**src/rtl/trig_lut_arbiter.sv**
```systemverilog
// Round-robin arbiter sharing one synchronous sin/cos ROM between NUM_REQ motion requesters.
// Define TRIG_CACHE_EN to add a per-requester result cache that bypasses the ROM on repeat headings.
module trig_lut_arbiter #(
   parameter int unsigned NUM_REQ     = 4,
   parameter int unsigned ANGLE_W     = 6,
   parameter int unsigned ANGLE_COUNT = 45,
   parameter int unsigned TRIG_W      = 8,
   parameter int unsigned ROM_LAT     = 1
) (
   input  logic                       Clk,
   input  logic                       Reset,
   input  logic [NUM_REQ-1:0]         req,
   input  logic [NUM_REQ*ANGLE_W-1:0] angle_in,
   output logic [NUM_REQ-1:0]         ack,
   output logic [TRIG_W-1:0]          sin_out,
   output logic [TRIG_W-1:0]          cos_out,
   output logic                       angle_err,
   output logic                       busy,
   output logic                       rom_en,
   output logic [ANGLE_W-1:0]         rom_addr,
   input  logic [TRIG_W-1:0]          rom_sin,
   input  logic [TRIG_W-1:0]          rom_cos
);

   localparam int unsigned IDX_W = $clog2(NUM_REQ);

   typedef enum logic [1:0] {IDLE, READ, RESP} state_t;

   state_t              state_q, state_d;
   logic [IDX_W-1:0]    rr_ptr_q, rr_ptr_d;
   logic [IDX_W-1:0]    gnt_q, gnt_d;
   logic                err_q, err_d;
   logic [2:0]          cnt_q, cnt_d;
   logic                rom_en_q, rom_en_d;
   logic [ANGLE_W-1:0]  rom_addr_q, rom_addr_d;
   logic [TRIG_W-1:0]   sin_q, sin_d;
   logic [TRIG_W-1:0]   cos_q, cos_d;

   logic                found;
   logic [IDX_W-1:0]    pick;
   logic [IDX_W-1:0]    cidx;
   int unsigned         cand;
   logic [ANGLE_W-1:0]  sel_angle;
   logic                in_range;
   logic                capture;

`ifdef TRIG_CACHE_EN
   logic [ANGLE_W-1:0]  angle_q, angle_d;
   logic                c_vld_q [NUM_REQ];
   logic [ANGLE_W-1:0]  c_ang_q [NUM_REQ];
   logic [TRIG_W-1:0]   c_sin_q [NUM_REQ];
   logic [TRIG_W-1:0]   c_cos_q [NUM_REQ];
   logic                hit;
`endif

   // First requesting index at or after rr_ptr, wrapping modulo NUM_REQ.
   always_comb begin
      found = 1'b0;
      pick  = '0;
      cand  = 0;
      cidx  = '0;
      for (int unsigned i = 0; i < NUM_REQ; i++) begin
         cand = (32'(rr_ptr_q) + i) % NUM_REQ;
         cidx = IDX_W'(cand);
         if (!found && req[cidx]) begin
            found = 1'b1;
            pick  = cidx;
         end
      end
   end

   assign sel_angle = angle_in[32'(pick)*ANGLE_W +: ANGLE_W];
   assign in_range  = 32'(sel_angle) < ANGLE_COUNT;
   assign capture   = (state_q == READ) && (cnt_q == 3'd0);

`ifdef TRIG_CACHE_EN
   assign hit = in_range && c_vld_q[pick] && (c_ang_q[pick] == sel_angle);
`endif

   always_comb begin
      state_d    = state_q;
      rr_ptr_d   = rr_ptr_q;
      gnt_d      = gnt_q;
      err_d      = err_q;
      cnt_d      = cnt_q;
      rom_en_d   = 1'b0;
      rom_addr_d = rom_addr_q;
      sin_d      = sin_q;
      cos_d      = cos_q;
`ifdef TRIG_CACHE_EN
      angle_d    = angle_q;
`endif
      case (state_q)
         IDLE: begin
            if (found) begin
               gnt_d = pick;
               err_d = !in_range;
`ifdef TRIG_CACHE_EN
               angle_d = sel_angle;
               if (hit) begin
                  sin_d   = c_sin_q[pick];
                  cos_d   = c_cos_q[pick];
                  state_d = RESP;
               end else begin
`else
               begin
`endif
                  rom_addr_d = in_range ? sel_angle : '0;
                  rom_en_d   = 1'b1;
                  cnt_d      = 3'(ROM_LAT);
                  state_d    = READ;
               end
            end
         end
         // cnt starts at ROM_LAT so the capture lands ROM_LAT+1 edges after the grant.
         READ: begin
            if (cnt_q == 3'd0) begin
               sin_d   = rom_sin;
               cos_d   = rom_cos;
               state_d = RESP;
            end else begin
               cnt_d = cnt_q - 3'd1;
            end
         end
         RESP: begin
            rr_ptr_d = (32'(gnt_q) == NUM_REQ - 1) ? '0 : gnt_q + 1'b1;
            state_d  = IDLE;
         end
         default: state_d = IDLE;
      endcase
   end

   always_ff @(posedge Clk) begin
      if (Reset) begin
         state_q    <= IDLE;
         rr_ptr_q   <= '0;
         gnt_q      <= '0;
         err_q      <= 1'b0;
         cnt_q      <= '0;
         rom_en_q   <= 1'b0;
         rom_addr_q <= '0;
         sin_q      <= '0;
         cos_q      <= '0;
      end else begin
         state_q    <= state_d;
         rr_ptr_q   <= rr_ptr_d;
         gnt_q      <= gnt_d;
         err_q      <= err_d;
         cnt_q      <= cnt_d;
         rom_en_q   <= rom_en_d;
         rom_addr_q <= rom_addr_d;
         sin_q      <= sin_d;
         cos_q      <= cos_d;
      end
   end

`ifdef TRIG_CACHE_EN
   always_ff @(posedge Clk) begin
      if (Reset) begin
         angle_q <= '0;
         for (int unsigned i = 0; i < NUM_REQ; i++) begin
            c_vld_q[i] <= 1'b0;
            c_ang_q[i] <= '0;
            c_sin_q[i] <= '0;
            c_cos_q[i] <= '0;
         end
      end else begin
         angle_q <= angle_d;
         if (capture && !err_q) begin
            c_vld_q[gnt_q] <= 1'b1;
            c_ang_q[gnt_q] <= angle_q;
            c_sin_q[gnt_q] <= rom_sin;
            c_cos_q[gnt_q] <= rom_cos;
         end
      end
   end
`endif

   assign ack       = (state_q == RESP) ? (NUM_REQ'(1) << gnt_q) : '0;
   assign angle_err = (state_q == RESP) && err_q;
   assign busy      = (state_q != IDLE);
   assign rom_en    = rom_en_q;
   assign rom_addr  = rom_addr_q;
   assign sin_out   = sin_q;
   assign cos_out   = cos_q;

endmodule

```
**config.mk**
```make
export PLATFORM = sky130hd
export DESIGN_NAME = trig_lut_arbiter
export DESIGN_NICKNAME = d
export VERILOG_FILES = /design/src/rtl/trig_lut_arbiter.sv
export SDC_FILE = /design/constraint.sdc
export NUM_CORES = 1
export LEC_CHECK = 0
export ABC_AREA = 1
export CAP_MARGIN = 10
export CORE_MARGIN = 5
export CORE_UTILIZATION = 47
export CTS_CLUSTER_DIAMETER = 100
export DETAILED_ROUTE_END_ITERATION = 10
export PLACE_DENSITY_LB_ADDON = 0.25
export SYNTH_ARGS = -nofsm -noshare
export SYNTH_HDL_FRONTEND = slang
export SYNTH_SLANG_ARGS = --single-unit
```
**constraint.sdc**
```tcl
create_clock -name Clk -period 4.9 [get_ports Clk]
set_input_delay 0.98 -clock Clk [delete_from_list [all_inputs] [get_ports Clk]]
set_output_delay 0.98 -clock Clk [all_outputs]
set_load 0.005 [all_outputs]
```
Word-level counts from Yosys, hierarchy flattened --
Cells that the tools add are included. Widths: inputs -> output; s select.
Operators by class: shifts and indexed selects 2, muxes and demuxes 26, multipliers 1, add/subtract/negate cells 5, div/mod/pow operators 0, reductions and logical operators 17, magnitude comparators 5, bitwise logic cells 1, equal/unequal tests 6
Operators by type and width (number):
- $shiftx 24x6->6 | 1
- $mux 2 | 7
- $lt 2x3->1 const B | 4
- $mux 1 | 9
- $bmux 1 s2 | 4
- $lt 6x6->1 const B | 1
- $mux 3 | 2
- $mux 6 | 1
- $pmux 3 s2 | 1
- $reduce_and 2->1 | 3
- $add 2x1->2 const B | 2
- $add 2x2->2 const B | 2
- $eq 2x2->1 const B | 2
- $logic_and 1x1->1 | 4
- $logic_not 1->1 | 4
- $mul 2x2->4 const B | 1
- $mux 4 | 1
- $ne 2x2->1 const B | 2
- $pmux 2 s2 | 1
- $reduce_bool 2->1 | 2
- $shl 1x2->4 const A | 1
- $logic_not 3->1 | 1
- $reduce_and 3->1 | 1
- $sub 3x1->3 const B | 1
- other kinds (5) | 5
Word-level totals: register bits after elaboration 33, bits in writable memories 0, bits in latches 0, ROM bits 0, input port bits 46, word-level logic and storage cells 72, memories kept 0

Logic depth before layout (Yosys ltp) --
depth in word-level cells 16, gate-level depth with buffers 20, gate-level depth less buffers 19

Least setup slack after synthesis --
OpenSTA, ideal clock, no wires.
path type input port to flip-flop, start point input port req[3], end point register rom_addr_q[0], in the netlist rom_addr[0], path slack 2.537 ns, arrival time 2.254 ns, path buffers 1, required time 4.791 ns, cell stages on the path 13, path through inv_1 nand2_1 nand3_2 nand2_4 inv_2 nand3_1 nand3_4 buf_6 o211ai_2 a21boi_2 nand3_2 nand2_1 inv_1
Between the ends: cells in the longest elaborated chain, start to end 16, elaborated cells between the ends (all ways) 27
RTL lines:
- from (decl) | line 12 | input logic [NUM_REQ-1:0] req,
- $bmux 1 s2 | line 65 | if (!found && req[cidx]) begin
- $mux 1 (implied by the code) | line 65
- $mux 1 | line 65
- $logic_not 1->1 | line 65
- $logic_and 1x1->1 | line 65
- $mux 1 | line 65
- $logic_not 1->1 | line 65
- $logic_and 1x1->1 | line 65
- $mux 1 | line 65
- $logic_not 1->1 | line 65
- $logic_and 1x1->1 | line 65
- $mux 2 | line 65
- $mul 2x2->4 | line 72 | assign sel_angle = angle_in[32'(pick)*ANGLE_W +: ANGLE_W];
- $shiftx 24x6->6 | line 72
- $lt 6x6->1 | line 73 | assign in_range = 32'(sel_angle) < ANGLE_COUNT;
- $mux 6 | line 108 | rom_addr_d = in_range ? sel_angle : '0;
- to (signal assigned) | line 151 | rom_addr_q <= rom_addr_d;
- to (decl) | line 35 | logic [ANGLE_W-1:0] rom_addr_q, rom_addr_d;
Parallel ways exist; a longest one is shown, timed or not. The select of a mux whose other input is x is not followed. A chain may end at the register's enable or synchronous reset.

Final worst setup path --
start point input port req[1], end point register rom_addr_q[0], in the netlist rom_addr[0]
The elaborated chain is that of the path after synthesis.

==> flow_summary_export.csv <==
group,metric,value,unit
setup_path,critPathCaptureType,"flop",
die,core_area,0.00403,mm²
clock_network,htreeDepth,2,
place,place_congestion,0.898,
clock_network,max-clock-path-buffers,2,
die,fp.dieH,74.5,µm
setup_path,ff2ff_path_depth,9,
grt,grt_use_total,0.181,
layout,layout_commonest_cell,"clkdlybuf4s50_1",
synthesis,seq_area_frac_synth,0.338,
clock_network,clk_latency,290,ps
setup_path,critical_path.slowest_cell,"clkdlybuf4s50_1",
layout,area_delta_synth_final,44.0,%
grt,grt_pass1_wl,7900,µm
layout,layout.nets,409,
setup_path,max_stage_delay,430,ps
die,initial_core_util,0.485,
clock_network,cts_setup_buffers,0,
clock_network,ctsResizeCount,0,
sta,clock.fmax,344,MHz
layout,n_fill_cell,349,
synthesis,synth_top_area_frac,0.338,
clock_network,cts_hold_buf,0,
layout,regArea,661,µm²
synthesis,synth_largest_area_cell,"dfxtp_1",
power,ir_drop,284,µV
sta,final_hold_viol_count,0,
setup_path,reg2reg_from,"cnt_q[0]",
sta,fin_skew,6.63,ps
sta,hold_slack,454,ps
setup_path,r2r_setup_slack,2340,ps
drt,route.vias.total,1982,
drt,drcViolationCount,0,
setup_path,startpoint_type,"input pin",
place,dpl_worst_slack,1680,ps
sta,slew_headroom,0.378,
grt,antenna_found_initial,0,
grt,grt_overflow,0,
clock_network,clock-root-buffer,"clkbuf_8",
sta,period_minus_slack,2910,ps
drt,routed_via_density,4.86,
sta,drv_slew,0,
die,num_rows,23,
setup_path,crit_top_cell,"nand2_1",
setup_path,r2r_end,"sin_out[3]",
setup_path,cp.required,5090,ps
synthesis,synth_nets,337,
setup_path,arrival,3100,ps
layout,stdcell_area,0.00281,mm²
sta,worst_slack,1990,ps
sta,finalCritPeriodShare,0.594,
setup_path,cp_max_fo,15,
run,maxCapViolations,0,
synthesis,synthCells,285,
synthesis,syn_area,0.00195,mm²
power,power_density,450,mW/mm²
layout,final_layout_size_suffix_gt1_frac,0.126,
status,status,"finished clean",
sta,grt_setup_unrepaired,"no",
place,io_buffers,74,
min_path,hold_start,"rom_addr[3]",
min_path,min_to,"rom_addr[3]",
die,die_area,0.00555,mm²
synthesis,synth_warnings,0,
setup_path,critPathTopFamily,"simple AND/OR/NAND/NOR gates",
setup_path,critPathKind,"in2reg",
min_path,min_path_cells,2,
drt,drt_iter0_markers,82,
synthesis,synth_area_leaders,"dfxtp_1, nand2_1, nor2_1, inv_1, o21ai_0",
power,p_leak,1.29,nW
layout,fin_util,0.698,
clock_network,cts_tree,"done",
sta,finalSetupTns,0,ps
drt,routed_wl,4750,µm
grt,grt_pass1_vias,1864,
setup_path,crit_chain,"clkdlybuf4s50_1 -> inv_1 -> nand2_1 -> nand3_2 -> nand2_4 -> nor2_8 -> nand3_2 -> nand3_4 -> nand2_1 -> nand3_1 -> nand2_1 -> nor2_2 -> nand2_1 -> nand2_2 -> nand3_2 -> nand2_1 -> inv_1",
layout,diodes,0,
clock_network,cts_buffers,5,
min_path,hp-class,"reg2reg",
die,ios,75,
place,place_area,0.00270,mm²
sta,worst_pin_slew,929,ps
drt,ant_nets,0,
grt,grt_max_degree,21,
setup_path,crit_buf_inv,3,
die,fp.dieW,74.5,µm
clock_network,clk_pin_slew_worst_paths,70,ps
drt,drt_first_pass_iters,4,
layout,multi_input_area,0.00109,mm²
layout,final_cell_mix,"clkdlybuf4s50_1, nand2_1, nor2_1, dfxtp_1, inv_1",
synthesis,synth.avg_cell_area,6.85,µm²
synthesis,synth_cell_types,31,
clock_network,clock_sinks,33,
drt,routedWlPerCell,11.6,µm
place,hpwl,3600,µm
sta,setup_viol,0,
synthesis,ys_ff_latch,33,
-- sequential cells by signal, indices dropped and copies added, names as in the netlist --
register,count
cnt_q,3
cos_out,8
err_q,1
gnt_q,2
rom_addr,6
rom_en,1
rr_ptr_q,2
sin_out,8
state_q,2
-- cell usage after synthesis, drive strengths merged --
cell type / n
nand2: 82
nor2: 49
inv: 36
dfxtp: 33
nand3: 27
o21ai: 24
ha: 6
a21oi: 5
clkbuf: 5
buf: 4
o211ai: 3
a211oi: 2
clkinv: 2
o31ai: 2
a21boi: 1
a31oi: 1
nand4: 1
o22ai: 1
o41ai: 1
-- worst max-delay path by stage --
| stage | startpoint | end | slack [ps] | cells after the start |
|---|---|---|---|---|
| after detailed placement | req[3] | rom_addr[0] | 1680 | 17 |
| after global routing | req[3] | rom_addr[0] | 1770 | 17 |
| after global placement | req[1] | rom_addr[0] | 1780 | 17 |
| after floorplan | req[3] | rom_addr[0] | 2540 | 13 |
| final | req[1] | rom_addr[0] | 1990 | 17 |
| after CTS | req[1] | rom_addr[0] | 1990 | 17 |
-- cells by family (layout without fill, tap and decap cells) --
family,count (synthesis),in the layout,synth area share
buffers and inverters,47,120,0.104
adder cells (fa/ha/maj),6,6,0.0384
AND/OR/NAND/NOR,159,159,0.391
flip-flops,33,33,0.338
AO/OA/AOI/OAI,40,40,0.128
-- final cells by class --
| cell class | instances | area share |
|---|---|---|
| inverters | 38 | 0.0507 |
| multi-input cells | 205 | 0.387 |
| clock inverters | 1 | 0.0107 |
| well taps | 50 | 0.0222 |
| repair buffers | 74 | 0.263 |
| clock buffers | 7 | 0.0307 |
| flip-flops and latches | 33 | 0.235 |
-- report_power, final --
| part | internal (mW) | switching, mW | total, mW |
|---|---|---|---|
| Clock | 0.166 | 0.0964 | 0.262 |
| Combinational | 0.272 | 0.341 | 0.614 |
| Sequential | 0.348 | 0.0427 | 0.391 |
| Total | 0.786 | 0.481 | 1.27 |
-- per-layer routing --
metal | vias up | routed length, µm | track usage
met1 | 864 | 2070 | 0.209
met2 | 72 | 2080 | 0.289
met5 | - | 0 | 0
met4 | 0 | 57 | 0.0850
li1 | 1039 | - | -
met3 | 7 | 541 | 0.0757
-- worst min-delay path, cell delays in order, from the launching register on --
cell     delay [ps]
dfxtp_1         310
nand2_1          60
nand2_1          40
-- metrics by stage --
step,power (mW),cells
6_report,1.27,408
3_5_place_dp,1.01,400
5_1_grt,1.37,408
2_1_floorplan,0.785,285
4_1_cts,1.28,408
3_3_place_gp,1.00,400
Power figures use the tool's default switching activity.
